### config.mk
export PLATFORM = sky130hd
export DESIGN_NAME = counter_sched_flat
export DESIGN_NICKNAME = d
export VERILOG_FILES = /design/src/rtl/counter_sched_if.sv /design/src/rtl/counter_sched.sv /design/src/flat_wrapper.sv
export SDC_FILE = /design/constraint.sdc
export NUM_CORES = 1
export LEC_CHECK = 0
export BUFFER_PORTS_ARGS = -buffer_cell sky130_fd_sc_hd__buf_2
export CORE_UTILIZATION = 30
export CTS_BUF_LIST = sky130_fd_sc_hd__clkbuf_8 sky130_fd_sc_hd__clkbuf_16
export CTS_CLUSTER_DIAMETER = 40
export DETAILED_ROUTE_END_ITERATION = 8
export PLACE_DENSITY_LB_ADDON = 0.08
export SKIP_CTS_REPAIR_TIMING = 1
export SLEW_MARGIN = 15
export SYNTH_ARGS = -nofsm -noshare
export SYNTH_HDL_FRONTEND = slang
export SYNTH_SLANG_ARGS = --single-unit
### constraint.sdc
create_clock -name clk -period 4.4 [get_ports clk]
set_clock_uncertainty 0.1 [all_clocks]
set_input_delay 0.22 -clock clk [delete_from_list [all_inputs] [get_ports clk]]
set_output_delay 0.22 -clock clk [all_outputs]
set_load 0.005 [all_outputs]
### src/rtl/counter_sched_if.sv
// counter_sched_if: requester handshake plus counter control pins.
// master = requester/counter side, slave = scheduler.
interface counter_sched_if #(
  parameter int WIDTH = 8,
  parameter int LEN_W = 8
);
  logic [1:0]       req;
  logic [WIDTH-1:0] start0;
  logic [LEN_W-1:0] len0;
  logic [WIDTH-1:0] start1;
  logic [LEN_W-1:0] len1;
  logic [1:0]       ack;
  logic [1:0]       done;
  logic             busy;
  logic             grant_id;
  logic             cnt_load_sel;
  logic [WIDTH-1:0] cnt_load_val;
  logic             cnt_oe;

  modport master (
    output req, start0, len0, start1, len1,
    input  ack, done, busy, grant_id,
    input  cnt_load_sel, cnt_load_val, cnt_oe
  );

  modport slave (
    input  req, start0, len0, start1, len1,
    output ack, done, busy, grant_id,
    output cnt_load_sel, cnt_load_val, cnt_oe
  );
endinterface

### src/rtl/counter_sched.sv
// counter_sched: shares one counter between two requesters (IDLE/LOAD/RUN/DONE).
// Define CNT_SCHED_FIXED_PRIO_EN for fixed priority instead of round-robin.
module counter_sched #(
  parameter int WIDTH = 8,
  parameter int LEN_W = 8
) (
  input  logic            clk,
  input  logic            rst,
  counter_sched_if.slave  bus
);

  typedef enum logic [1:0] {
    IDLE,
    LOAD,
    RUN,
    DONE
  } state_e;

  state_e           state_q, state_d;
  logic             gnt_q, gnt_d;
  logic             win;
  logic [WIDTH-1:0] start_q, start_d;
  logic [LEN_W-1:0] len_q, len_d;
  logic [LEN_W-1:0] rem_q, rem_d;
  logic [1:0]       ack_q, ack_d;
  logic [1:0]       done_q, done_d;
  logic             busy_q, busy_d;
  logic             ls_q, ls_d;
  logic             oe_q, oe_d;

`ifdef CNT_SCHED_FIXED_PRIO_EN
  assign win = ~bus.req[0];
`else
  logic ptr_q;

  // Next tie goes to whoever did not win the run just finished.
  always_ff @(posedge clk) begin
    if (rst) begin
      ptr_q <= 1'b0;
    end else if (state_q == DONE) begin
      ptr_q <= ~gnt_q;
    end
  end

  assign win = (&bus.req) ? ptr_q : bus.req[1];
`endif

  always_comb begin
    state_d = state_q;
    gnt_d   = gnt_q;
    start_d = start_q;
    len_d   = len_q;
    rem_d   = rem_q;
    ack_d   = 2'b00;
    done_d  = 2'b00;
    busy_d  = 1'b0;
    ls_d    = 1'b0;
    oe_d    = 1'b0;
    unique case (state_q)
      IDLE: begin
        if (|bus.req) begin
          state_d = LOAD;
          gnt_d   = win;
          start_d = win ? bus.start1 : bus.start0;
          len_d   = win ? bus.len1 : bus.len0;
          ack_d   = {win, ~win};
          busy_d  = 1'b1;
          ls_d    = 1'b1;
        end
      end
      LOAD: begin
        busy_d = 1'b1;
        if (len_q != '0) begin
          state_d = RUN;
          rem_d   = len_q;
          oe_d    = 1'b1;
        end else begin
          state_d = DONE;
          done_d  = {gnt_q, ~gnt_q};
        end
      end
      RUN: begin
        busy_d = 1'b1;
        if (rem_q == LEN_W'(1)) begin
          state_d = DONE;
          done_d  = {gnt_q, ~gnt_q};
        end else begin
          rem_d = rem_q - LEN_W'(1);
          oe_d  = 1'b1;
        end
      end
      DONE: begin
        state_d = IDLE;
      end
      default: begin
        state_d = IDLE;
      end
    endcase
  end

  always_ff @(posedge clk) begin
    if (rst) begin
      state_q <= IDLE;
      gnt_q   <= 1'b0;
      start_q <= '0;
      len_q   <= '0;
      rem_q   <= '0;
      ack_q   <= 2'b00;
      done_q  <= 2'b00;
      busy_q  <= 1'b0;
      ls_q    <= 1'b0;
      oe_q    <= 1'b0;
    end else begin
      state_q <= state_d;
      gnt_q   <= gnt_d;
      start_q <= start_d;
      len_q   <= len_d;
      rem_q   <= rem_d;
      ack_q   <= ack_d;
      done_q  <= done_d;
      busy_q  <= busy_d;
      ls_q    <= ls_d;
      oe_q    <= oe_d;
    end
  end

  assign bus.ack          = ack_q;
  assign bus.done         = done_q;
  assign bus.busy         = busy_q;
  assign bus.grant_id     = gnt_q;
  assign bus.cnt_load_sel = ls_q;
  assign bus.cnt_load_val = start_q;
  assign bus.cnt_oe       = oe_q;

endmodule

### src/flat_wrapper.sv
// flat-port wrapper written by rule: the top's interface ports become plain ports
module counter_sched_flat 
#(
  parameter int WIDTH = 8,
  parameter int LEN_W = 8
)
  (clk, rst, bus_req, bus_start0, bus_len0, bus_start1, bus_len1, bus_ack, bus_done, bus_busy, bus_grant_id, bus_cnt_load_sel, bus_cnt_load_val, bus_cnt_oe);
  counter_sched_if #(.WIDTH(WIDTH), .LEN_W(LEN_W)) bus_i ();
  input  logic clk;
  input  logic rst;
  input wire logic [$bits(bus_i.req)-1:0] bus_req;
  input wire logic [$bits(bus_i.start0)-1:0] bus_start0;
  input wire logic [$bits(bus_i.len0)-1:0] bus_len0;
  input wire logic [$bits(bus_i.start1)-1:0] bus_start1;
  input wire logic [$bits(bus_i.len1)-1:0] bus_len1;
  output wire logic [$bits(bus_i.ack)-1:0] bus_ack;
  output wire logic [$bits(bus_i.done)-1:0] bus_done;
  output wire logic [$bits(bus_i.busy)-1:0] bus_busy;
  output wire logic [$bits(bus_i.grant_id)-1:0] bus_grant_id;
  output wire logic [$bits(bus_i.cnt_load_sel)-1:0] bus_cnt_load_sel;
  output wire logic [$bits(bus_i.cnt_load_val)-1:0] bus_cnt_load_val;
  output wire logic [$bits(bus_i.cnt_oe)-1:0] bus_cnt_oe;
  assign bus_i.req = bus_req;
  assign bus_i.start0 = bus_start0;
  assign bus_i.len0 = bus_len0;
  assign bus_i.start1 = bus_start1;
  assign bus_i.len1 = bus_len1;
  assign bus_ack = bus_i.ack;
  assign bus_done = bus_i.done;
  assign bus_busy = bus_i.busy;
  assign bus_grant_id = bus_i.grant_id;
  assign bus_cnt_load_sel = bus_i.cnt_load_sel;
  assign bus_cnt_load_val = bus_i.cnt_load_val;
  assign bus_cnt_oe = bus_i.cnt_oe;
  counter_sched #(.WIDTH(WIDTH), .LEN_W(LEN_W)) u_core (.clk(clk), .rst(rst), .bus(bus_i));
endmodule
-- Word level (Yosys, flattened, before mapping)
Index checks and enable logic that the tools add are counted.
- register bits: 35
- bits of input ports: 36
- output and inout port bits: 16
- logic and storage cells: 53
- $add $sub $neg: 1
- eq/ne operators: 8
- multiplexer cells: 18
- bitwise gates (word level): 4
- reductions and logical operators: 11
- operator list (cell ; count):
    8-bit two-way mux ; 4
    8-bit case mux with 2 select lines ; 1
    8-bit by 1-bit == test with 1-bit output (second input constant) ; 1
    2-bit two-way mux ; 4
    2-bit case mux with 4 select lines ; 1
    8-bit nonzero test ; 1
    8-bit by 1-bit subtractor with 8-bit output (second input constant) ; 1
    2-bit by 1-bit inequality test with 1-bit output (second input constant) ; 3
    2-bit AND reduction ; 3
    2-bit OR reduction ; 3
    1-bit two-way mux ; 5
    2-bit == test (second input constant) ; 2
    1-bit inverter ; 4
    1-bit case mux with 2 select lines ; 2
    2-bit case mux with 2 select lines ; 1
    3-bit AND reduction ; 1
    3-bit OR reduction ; 1
    2-bit by 1-bit == test with 1-bit output (second input constant) ; 1
    2-bit zero test ; 1
    2-bit inequality test (second input constant) ; 1
    2-bit nonzero test ; 1

-- Depth between registers and ports, before layout
Gate-level depths: netlist of run 1.
- depth after elaboration: 3
- depth in mapped cells: 8
- depth with buffers taken out: 6

-- Worst setup path before layout of run 1
No wires, ideal clock.
- path type: reg2reg
- start: register u_core.state_q[0]
- end: register u_core.start_q[0] (netlist: u_core.bus.cnt_load_val[0])
- library setup time: 122 ps
- arrival time: 1741 ps
- required time: 4178 ps
- path slack: 2438 ps
- stages on the path, launching flop included: 9
- buffers on the path: 2
- path through: dfxtp_1 > inv_1 > ha_1 > nor2b_1 > and3_1 > clkbuf_1 > clkbuf_1 > and2_1 > a221o_1
- cells in the longest elaborated chain, start to end: 2
- ends and longest elaborated chain (item ; RTL line ; text):
    from (decl) ; counter_sched.sv:19 ; state_e state_q, state_d;
    from (signal assigned) ; counter_sched.sv:114 ; state_q <= state_d;
    2-bit zero test ; counter_sched.sv:59 ; unique case (state_q)
    2-bit AND reduction (no source line) ; - ;
    to (signal assigned) ; counter_sched.sv:116 ; start_q <= start_d;
    to (decl) ; counter_sched.sv:22 ; logic [WIDTH-1:0] start_q, start_d;
No other way between the ends.
A chain may end at the register's enable or synchronous reset.

-- Final worst setup path of run 1
- start: register u_core.state_q[0]
- end: register u_core.state_q[0]
- cells in the longest elaborated chain, start to end: 3
- elaborated cells between the ends (all ways): 8
- ends and longest elaborated chain (item ; RTL line):
    2-bit == test / 2-bit zero test (equally long branches) ; counter_sched.sv:59
    2-bit by 1-bit inequality test with 1-bit output (no source line) ; -
    2-bit AND reduction (no source line) ; -
Parallel ways exist; a longest one is shown, timed or not.

==> metrics.md, run 1 <==
| Metric | Value |
|---|---|
| Outcome | finished, final reports clean |
| Total iterations of the first detailed-routing run | 4 |
| Non-filler cells in the finished layout | ~300 |
| Io pins | 52 |
| Hold WC Path Type | input port to register |
| Register area | about 700 sq um |
| Routed Antenna Nets | 0 |
| RSZ-0062 raised after global routing | no |
| Power Density | 590.3 nW/um^2 |
| CTS Buffer Depth | 2 |
| Routed wire per std cell | between 10 and 15 um |
| Worst R2R End | u_core.state_q[0]$_SDFFE_PP0P_ |
| Clock sink count | 35 |
| Synth warn | 0 |
| Vias | between 1000 and 1500 |
| Distinct cells, synth | 34 |
| Final WL | 4.095 mm |
| Initial DRC Count | between 150 and 200 |
| Final hold violation count | 0 |
| Fillers | ~530 |
| Clk_lat worst skew | ~0.28 ns |
| Final period util | 51.04% |
| Worst Hold End | u_core.bus.cnt_load_val[2]$_SDFFE_PP0P_ |
| Total CTS buffers | 5 |
| Share of cells above drive strength 1 | approximately 28% |
| Synthesized Nets | roughly 220 |
| Vias in the first global route | 1509 |
| Syn Area/Cell | roughly 9.5 sq um |
| Pins Over Slew Limit | 0 |
| DPL Wire Length | ~3 mm |
| Synth Instances | roughly 170 |
| Worst Setup Start Kind | register |
| Worst EP arrival | 2.29 ns |
| Seq/Total Area, Yosys | 42.59% |
| First-pass GRT wire length | ~7.0 mm |
| Total placed cells including tap cells | 289 |
| Setup CP Type | register to register |
| Worst-path maximum fanout | 15 |
| Vias/cell | ~5.0 |
| Die area | between 5000 and 6000 sq um |
| Slew HR | around three fifths |
| Final worst slack | 2.154 ns |
| Initial core utilization | 31.61% |
| Hold_sp | bus_start0[2] |
| Grt ovf | 0 |
| Clock transition at path regs | roughly 0.07 ns |
| RR Startpoint | u_core.state_q[0]$_SDFFE_PP0P_ |
| FF-to-FF path depth | 6 |
| Max Clk Rate | roughly 450 MHz |
| I/O Buffers | 51 |
| Area Growth Syn to Fin | 25.02% |
| Largest net degree at the start of global routing | 19 |
| Max rail drop VDD | roughly 160 uV |
| Yosys reg bits | 35 |
| GRT Util Overall | ~15% |
| CTS Root Buffer Type | clkbuf_8 |
| Post-placement cell area | about 2000 sq um |
| Multi-input logic area | between 800 and 900 sq um |
| Pleak | just over 0.9 nW |
| Most frequent cells in the layout | buf_2 (51), dfxtp_1 (35), a221o_1 (16) |
| Dpl ws | approximately 2.2 ns |
| Crit path time final | about 2.2 ns |
| Max-cap violations | 0 |
| Core area | ~5200 sq um |
| CTS tree | built |
| Hold Path Depth | 2 |
| Std-Cell Rows | 26 |
| Gpl congestion | approximately 0.83 |
| ANT cells | 0 |
| Die width | about 76 um |
| Drt drc | 0 |
| Tot Pwr | 1.214 mW |
| Cell Area, Synth | around 1600 sq um |
| Slack of the worst reg-to-reg path | about 2.2 ns |
| Die span in y | about 76 um |
| Final net count | 270 |
| Antenna violations before repair | 0 |
| Setup_tns | 0 ns |
| Final setup vio count | 0 |
| Worst setup EP type | register |
| Commonest non-fill, non-tap cell in the layout | buf_2 |
| Crit path required time | ~4.4 ns |
| H-tree depth | 2 |
| Final Cell Area | 2057 sq um |
| Least-Margin Pin Slew | about 0.6 ns |
how the worst max path moves through the flow:
stage	start	to	slack (ns)	cells after the start
final	u_core.state_q[0]$_SDFFE_PP0P_	u_core.state_q[0]$_SDFFE_PP0P_	2.15	6
after global routing	u_core.state_q[0]$_SDFFE_PP0P_	u_core.state_q[0]$_SDFFE_PP0P_	1.97	6
after CTS	u_core.state_q[0]$_SDFFE_PP0P_	u_core.state_q[0]$_SDFFE_PP0P_	2.15	6
after detailed placement	u_core.state_q[0]$_SDFFE_PP0P_	u_core.state_q[0]$_SDFFE_PP0P_	2.15	6
after global placement	u_core.state_q[0]$_SDFFE_PP0P_	u_core.state_q[0]$_SDFFE_PP0P_	2.30	6
after floorplan	u_core.state_q[0]$_SDFFE_PP0P_	u_core.bus.cnt_load_val[0]$_SDFFE_PP0P_	2.44	8
registers in the layout, indices dropped and copies added (netlist names):
signal,flops
u_core.bus.grant_id,1
u_core.ptr_q,1
u_core.state_q,2
u_core.bus.cnt_load_val,8
u_core.rem_q,8
u_core.bus.cnt_load_sel,1
u_core.bus.busy,1
u_core.bus.cnt_oe,1
u_core.bus.ack,2
u_core.bus.done,2
u_core.len_q,8
critical path: stages, from the launching register on:
cell,delay [ns]
dfxtp_1,0.44
inv_1,0.14
ha_1,0.31
inv_1,0.35
a31oi_1,0.13
a2111oi_0,0.54
a2111oi_2,0.09
through the flow:
stage | util [%] | hold slack [ns]
after floorplan | - | 0.2578
after global placement | 37.88 | 0.3442
after detailed placement | 37.88 | 0.3450
after CTS | 39.52 | 0.04503
after global routing | 39.52 | 0.04525
final | 39.52 | 0.05813
report_power, final:
group	switching [mW]	internal, mW
sequential	0.0855	0.409
combinational	0.284	0.212
clock	0.115	0.108
total	0.485	0.729
Yosys cell counts, drive strengths merged:
cell / count / area, sq um
a2111oi: 2 / 23.77
a211oi: 3 / 22.52
a21o: 2 / 15.01
a21oi: 14 / 70.07
a221o: 16 / 160.2
a31oi: 3 / 18.77
and2: 16 / 100.1
and3: 4 / 25.02
and4: 1 / 8.760
buf: 1 / 5.000
clkbuf: 7 / 26.28
dfxtp: 35 / 700.7
ha: 8 / 100.1
inv: 10 / 37.54
mux2i: 1 / 10.01
nand2: 8 / 30.03
nand2b: 2 / 12.51
nand3: 2 / 10.01
nand4: 2 / 12.51
nor2: 9 / 33.78
nor2b: 2 / 12.51
nor3: 4 / 20.02
nor4: 3 / 25.02
o21ai: 3 / 15.01
o311ai: 6 / 52.55
o31ai: 6 / 45.04
o41ai: 1 / 27.53
or3: 1 / 6.260
or4: 2 / 18.77
layout make-up:
| type | count | area share (%) |
|---|---|---|
| Multi-Input combinational cell | 121 | 42.58 |
| Sequential cell | 35 | 34.06 |
| Clock buffer | 5 | 3.346 |
| Inverter | 10 | 1.825 |
| Tap cell | 70 | 4.258 |
| Clock inverter | 3 | 0.7908 |
| Timing Repair Buffer | 53 | 13.14 |
metal layers:
| metal | up-vias | track usage, % | share of wire (%) |
|---|---|---|---|
| met3 | 4 | 3.832 | 7.5 |
| met1 | 666 | 18.83 | 45 |
| met5 | - | 0 | 0 |
| li1 | 761 | - | - |
| met2 | 61 | 24.45 | 47 |
| met4 | 0 | 5.385 | 0.85 |
kinds of logic after synthesis:
logic type,synth area share [%]
compound gates,27.38
simple gates,19.16
mux,0.6084
flops,42.59
fa+ha+maj,6.084
buf+inv,4.183
No activity file was read; power rests on OpenSTA's default activity.
==> inputs of run 2 (changes only) <==
==> constraint.sdc (replaced) <==
create_clock -name clk -period 2.2 [get_ports clk]
set_clock_uncertainty 0.1 [all_clocks]
set_input_delay 0.11 -clock clk [delete_from_list [all_inputs] [get_ports clk]]
set_output_delay 0.11 -clock clk [all_outputs]
set_load 0.005 [all_outputs]
==> run 2 against run 1 <==
Utilization rose by 4.1 points. Flip-flop and latch count did not move. Worst hold slack got worse by 0.044 ns. Wire length rose by 4.2%. Global-route usage fell by 0.073 points. First-iteration DRC count fell by 53%. Final cell count rose by 7.1%. Critical endpoint unchanged. Largest power group unchanged.
==> metrics.md, run 2 (same netlist as run 1, synthesis figures left out) <==
| Metric | Value |
|---|---|
| Buffers plus inverters on the worst setup path | 2 (unchanged) |
| Setup_tns | 0 ns (unchanged) |
| Pins Over Slew Limit | 0 (unchanged) |
| Routed wire per std cell | 13.41 um (-2.7%) |
| CTS Buffer Depth | 2 (unchanged) |
| Non-filler cells in the finished layout | 318 (+7.1%) |
| Final hold violation count | 0 (unchanged) |
| Setup CP Type | register to register |
| Most frequent cells in the layout | buf_2 (51), dfxtp_1 (35), a221o_1 (16), dlygate4sd3_1 (16), and2_1 (15) |
| Std-Cell Rows | 26 (unchanged) |
| Most Frequent Cell on Critical Path | inv_1 |
| Final Cell Area | 2272 sq um (+10%) |
| Clock transition at path regs | 0.07 ns (about the same) |
| Dpl ws | 0.1272 ns (-2.027 ns) |
| Outcome | finished, final reports clean |
| Vias/cell | 4.987 (-0.72%) |
| Final period util | 91.14% (+40 points) |
| Gpl congestion | 0.8469 (+1.9%) |
| Slack of the worst reg-to-reg path | 0.19 ns (-1.96 ns) |
| Power Density | 1143 nW/um^2 (+94%) |
| Initial core utilization | 31.61% (unchanged) |
| Total iterations of the first detailed-routing run | 4 (unchanged) |
| Final WL | 4.265 mm (+4.2%) |
| ANT cells | 0 (unchanged) |
| Worst setup EP type | register |
| I/O Buffers | 51 (unchanged) |
| CTS tree | built |
| Finished Core Util | 43.65% (+4.1 points) |
| Worst-path maximum fanout | 9 (-6) |
| Crit path required time | 2.27 ns (-2.17 ns) |
| Register area | 700.7 sq um (unchanged) |
| Fillers | 542 (+1.7%) |
| Drt drc | 0 (unchanged) |
| Routed Antenna Nets | 0 (unchanged) |
| Final worst slack | 0.1949 ns (-1.959 ns) |
| Slew HR | 72.33% (+13 points) |
| Die width | 76.06 um (unchanged) |
| Worst EP arrival | 2.08 ns (-0.21 ns) |
| Clk_lat worst skew | 0.28 ns (about the same) |
| Hold WS | 0.01385 ns (-0.04428 ns) |
| H-tree depth | 2 (unchanged) |
| Vias | 1586 (+6.3%) |
| Core area | 5205 sq um (unchanged) |
| Crit path time final | 2.005 ns (-0.2406 ns) |
| CP max stage cell | dfxtp_1 |
| Tot Pwr | 2.596 mW (+110%) |
| CTS Root Buffer Type | clkbuf_8 |
| Largest net degree at the start of global routing | 19 (unchanged) |
| CP max stage delay | 0.42 ns (-0.12 ns) |
| Hold WC Path Type | input port to register |
| Io pins | 52 (unchanged) |
| Clock sink count | 35 (unchanged) |
| RSZ-0062 raised after global routing | yes |
| Multi-input logic area | 878.3 sq um (+0.29%) |
| Share of cells above drive strength 1 | 28.23% (+0.032 points) |
| CP cell instances | inv_1 -> ha_1 -> inv_1 -> a31oi_1 -> a21o_1 -> a2111oi_2 |
| Area Growth Syn to Fin | 38.10% |
| Max Clk Rate | 498.7 MHz (+12%) |
| Final net count | 291 (+7.8%) |
| Final setup vio count | 0 (unchanged) |
| Pleak | 1.009 nW (+11%) |
| GRT Util Overall | 14.82% (-0.073 points) |
| Max rail drop VDD | 343.7 uV (+110%) |
| Die area | 5784 sq um (unchanged) |
| Vias in the first global route | 1485 (-1.6%) |
| Post-placement cell area | 2009 sq um (+1.9%) |
| First-pass GRT wire length | 6.789 mm (-2.6%) |
| Worst Setup Start Kind | register |
| Least-Margin Pin Slew | 0.4112 ns (-0.1917 ns) |
| Total placed cells including tap cells | 294 (+1.7%) |
| DPL Wire Length | 3.114 mm (+1.6%) |
| Max-cap violations | 0 (unchanged) |
| Grt ovf | 0 (unchanged) |
| Initial DRC Count | 82 (-53%) |
| Cell family with the largest share of critical-path delay | compound AO/OA/AOI/OAI gates |
| Die span in y | 76.06 um (unchanged) |
| Commonest non-fill, non-tap cell in the layout | buf_2 |
| Antenna violations before repair | 0 (unchanged) |
| Total CTS buffers | 5 (unchanged) |
## run 2: layout make-up
class                   instances  share of cell area (%)
clock inverters                 1                  0.1652
clock buffers                   7                   4.240
multi-input cells             121                   38.66
inverters                      10                   1.652
repair buffers                 74                   20.59
well taps                      70                   3.855
flip-flops and latches         35                   30.84
## run 2: where the power goes
group,switching (mW),internal (mW)
Clock,0.220,0.281
Combinational,0.606,0.511
Sequential,0.159,0.819
## run 2: tightest hold or removal path, delay by kind of cell
family / cells / cell delay (ns)
compound gates: 1 / 0.09
buf+inv: 1 / 0.07
simple gates: 1 / 0.10
## run 2: worst paths after layout
path | startpoint | to | cells past startpoint
worst min register to register | u_core.bus.cnt_load_val[7]$_SDFFE_PP0P_ | u_core.bus.cnt_load_val[7]$_SDFFE_PP0P_ | 1
worst max-delay path | u_core.state_q[0]$_SDFFE_PP0P_ | u_core.state_q[0]$_SDFFE_PP0P_ | 6
worst min-delay path | bus_len1[4] | u_core.len_q[4]$_SDFFE_PP0P_ | 3
worst max register to register | u_core.state_q[0]$_SDFFE_PP0P_ | u_core.state_q[0]$_SDFFE_PP0P_ | 6
## run 2: layer usage
metal / track usage [%] / part of all wire, % / vias to the layer above
met4: 6.346 / 1.4 / 0
met1: 17.43 / 44 / 722
met3: 4.192 / 5.4 / 6
li1: - / - / 803
met5: 0 / 0 / -
met2: 25.18 / 49 / 55
==> inputs of run 3 (changes only) <==
--- a/config.mk
+++ b/config.mk
@@ -11,6 +11,7 @@
 export CTS_CLUSTER_DIAMETER = 40
 export DETAILED_ROUTE_END_ITERATION = 8
 export PLACE_DENSITY_LB_ADDON = 0.08
+export REMOVE_ABC_BUFFERS = 1
 export SKIP_CTS_REPAIR_TIMING = 1
 export SLEW_MARGIN = 15
 export SYNTH_ARGS = -nofsm -noshare
==> run 3 against run 2 <==
Combinational power is essentially flat. Final cell count is 0.31% lower. Utilization is 0.17 points lower. Die area unchanged. Worst hold slack got worse by 0.00081 ns. Largest cell class unchanged.
==> metrics.md, run 3 (same netlist as run 1, synthesis figures left out) <==
| Metric | Value |
|---|---|
| Total iterations of the first detailed-routing run | 4 (unchanged) |
| Outcome | finished, final reports clean |
| Crit path required time | 2.25 ns (-0.02 ns) |
| Fillers | 536 (-1.1%) |
| Final net count | 290 (-0.34%) |
| RSZ-0062 raised after global routing | no |
| Max-cap violations | 0 (unchanged) |
| CTS Buffer Depth | 2 (unchanged) |
| Vias | 1573 (-0.82%) |
| Final setup vio count | 0 (unchanged) |
| Register area | 700.7 sq um (unchanged) |
| Setup_tns | 0 ns (unchanged) |
| Slew HR | 64.07% (-8.3 points) |
| Most frequent cells in the layout | buf_2 (51), dfxtp_1 (35), a221o_1 (16), dlygate4sd3_1 (16), and2_1 (15) |
| Clock transition at path regs | 0.07 ns (about the same) |
| Initial core utilization | 31.61% (unchanged) |
| Power Density | 1144 nW/um^2 (+0.16%) |
| H-tree depth | 2 (unchanged) |
| DPL Wire Length | 3.038 mm (-2.4%) |
| Clock sink count | 35 (unchanged) |
| CTS Root Buffer Type | clkbuf_8 |
| Vias/cell | 4.962 (-0.51%) |
| Largest net degree at the start of global routing | 19 (unchanged) |
| Clk_lat worst skew | 0.28 ns (about the same) |
| Max Clk Rate | 486.2 MHz (-2.5%) |
| Worst setup EP type | register |
| Share of cells above drive strength 1 | 27.94% (-0.29 points) |
| Io pins | 52 (unchanged) |
| Vias in the first global route | 1421 (-4.3%) |
| Worst-path maximum fanout | 9 (unchanged) |
| Pins Over Slew Limit | 0 (unchanged) |
| Die width | 76.06 um (unchanged) |
| Crit path time final | 2.057 ns (+0.05177 ns) |
| Gpl congestion | 0.8368 (-1.2%) |
| Worst Setup Start Kind | register |
| Final WL | 4.308 mm (+1.0%) |
| Hold WC Path Type | input port to register |
| Worst EP arrival | 2.11 ns (+0.03 ns) |
| Core area | 5205 sq um (unchanged) |
| Pleak | 1.004 nW (-0.51%) |
| Final hold violation count | 0 (unchanged) |
| Routed wire per std cell | 13.59 um (+1.3%) |
| Setup CP Type | register to register |
| Grt ovf | 0 (unchanged) |
| Initial DRC Count | 92 (+12%) |
| Commonest non-fill, non-tap cell in the layout | buf_2 |
| Routed Antenna Nets | 0 (unchanged) |
| Std-Cell Rows | 26 (unchanged) |
| Area Growth Syn to Fin | 37.57% |
| Antenna violations before repair | 0 (unchanged) |
| Final period util | 93.49% (+2.4 points) |
| Drt drc | 0 (unchanged) |
| I/O Buffers | 51 (unchanged) |
| Max rail drop VDD | 386.8 uV (+13%) |
| CTS tree | built |
| Finished Core Util | 43.49% (-0.17 points) |
| ANT cells | 0 (unchanged) |
| Total CTS buffers | 5 (unchanged) |
| Least-Margin Pin Slew | 0.5254 ns (+0.1142 ns) |
| GRT Util Overall | 15.06% (+0.24 points) |
| Die span in y | 76.06 um (unchanged) |
| Die area | 5784 sq um (unchanged) |
| First-pass GRT wire length | 6.893 mm (+1.5%) |
| Multi-input logic area | 877.1 sq um (-0.14%) |
-- run 3: cell count changes in the layout (fill, tap and decap cells not counted), sizes merged --
cell	change
buf	-1
-- run 3: cell type report --
type,count,area share (%)
sequential,35,30.96
clock buffer,7,4.256
timing repair buffer,73,20.34
multi-input combinational,121,38.75
inverter,10,1.658
tap,70,3.870
clock inverter,1,0.1658
-- run 3: power breakdown --
part,leakage [nW],internal [mW],switching (mW)
registers,0.287,0.819,0.169
clock network,0.0557,0.281,0.232
logic,0.661,0.502,0.587
-- run 3: worst max-delay path: stages (launching register included) --
cell       delay (ns)
dfxtp_1          0.43
inv_1            0.14
ha_1             0.33
inv_1            0.17
a31oi_1          0.11
a2111oi_0        0.55
a2111oi_2        0.09
-- run 3: stage by stage --
stage / power [mW] / worst slack [ns] / instance area (sq um) / instances / hold WS (ns)
6_report: 2.590 / 0.1432 / 2263 / 317 / 0.01304
5_1_grt: 2.776 / 0.009651 / 2263 / 317 / 0.01185
4_1_cts: 2.586 / 0.08503 / 2102 / 301 / -0.07064
3_5_place_dp: 2.057 / 0.1034 / 2002 / 293 / 0.2340
3_3_place_gp: 2.048 / 0.2170 / 2002 / 293 / 0.2328
2_1_floorplan: 1.653 / 0.2294 / 1614 / 166 / 0.07886
-- run 3: layer usage --
layer  up-vias  part of all wire (%)  GRT usage (%)
met2        56                    46          23.27
met1       715                    47          19.44
li1        797                     -              -
met3         5                   6.3          5.629
met5         -                     0              0
met4         0                   1.0          4.615
-- run 3: final timing paths --
path                                                   to  cells after the start  slack [ns]                                     from
setup / recovery           u_core.state_q[0]$_SDFFE_PP0P_                      6        0.14           u_core.state_q[0]$_SDFFE_PP0P_
hold / removal    u_core.bus.cnt_load_val[6]$_SDFFE_PP0P_                      3        0.01                            bus_start1[6]
setup reg to reg           u_core.state_q[0]$_SDFFE_PP0P_                      6        0.14           u_core.state_q[0]$_SDFFE_PP0P_
hold reg to reg   u_core.bus.cnt_load_val[4]$_SDFFE_PP0P_                      1        0.39  u_core.bus.cnt_load_val[4]$_SDFFE_PP0P_
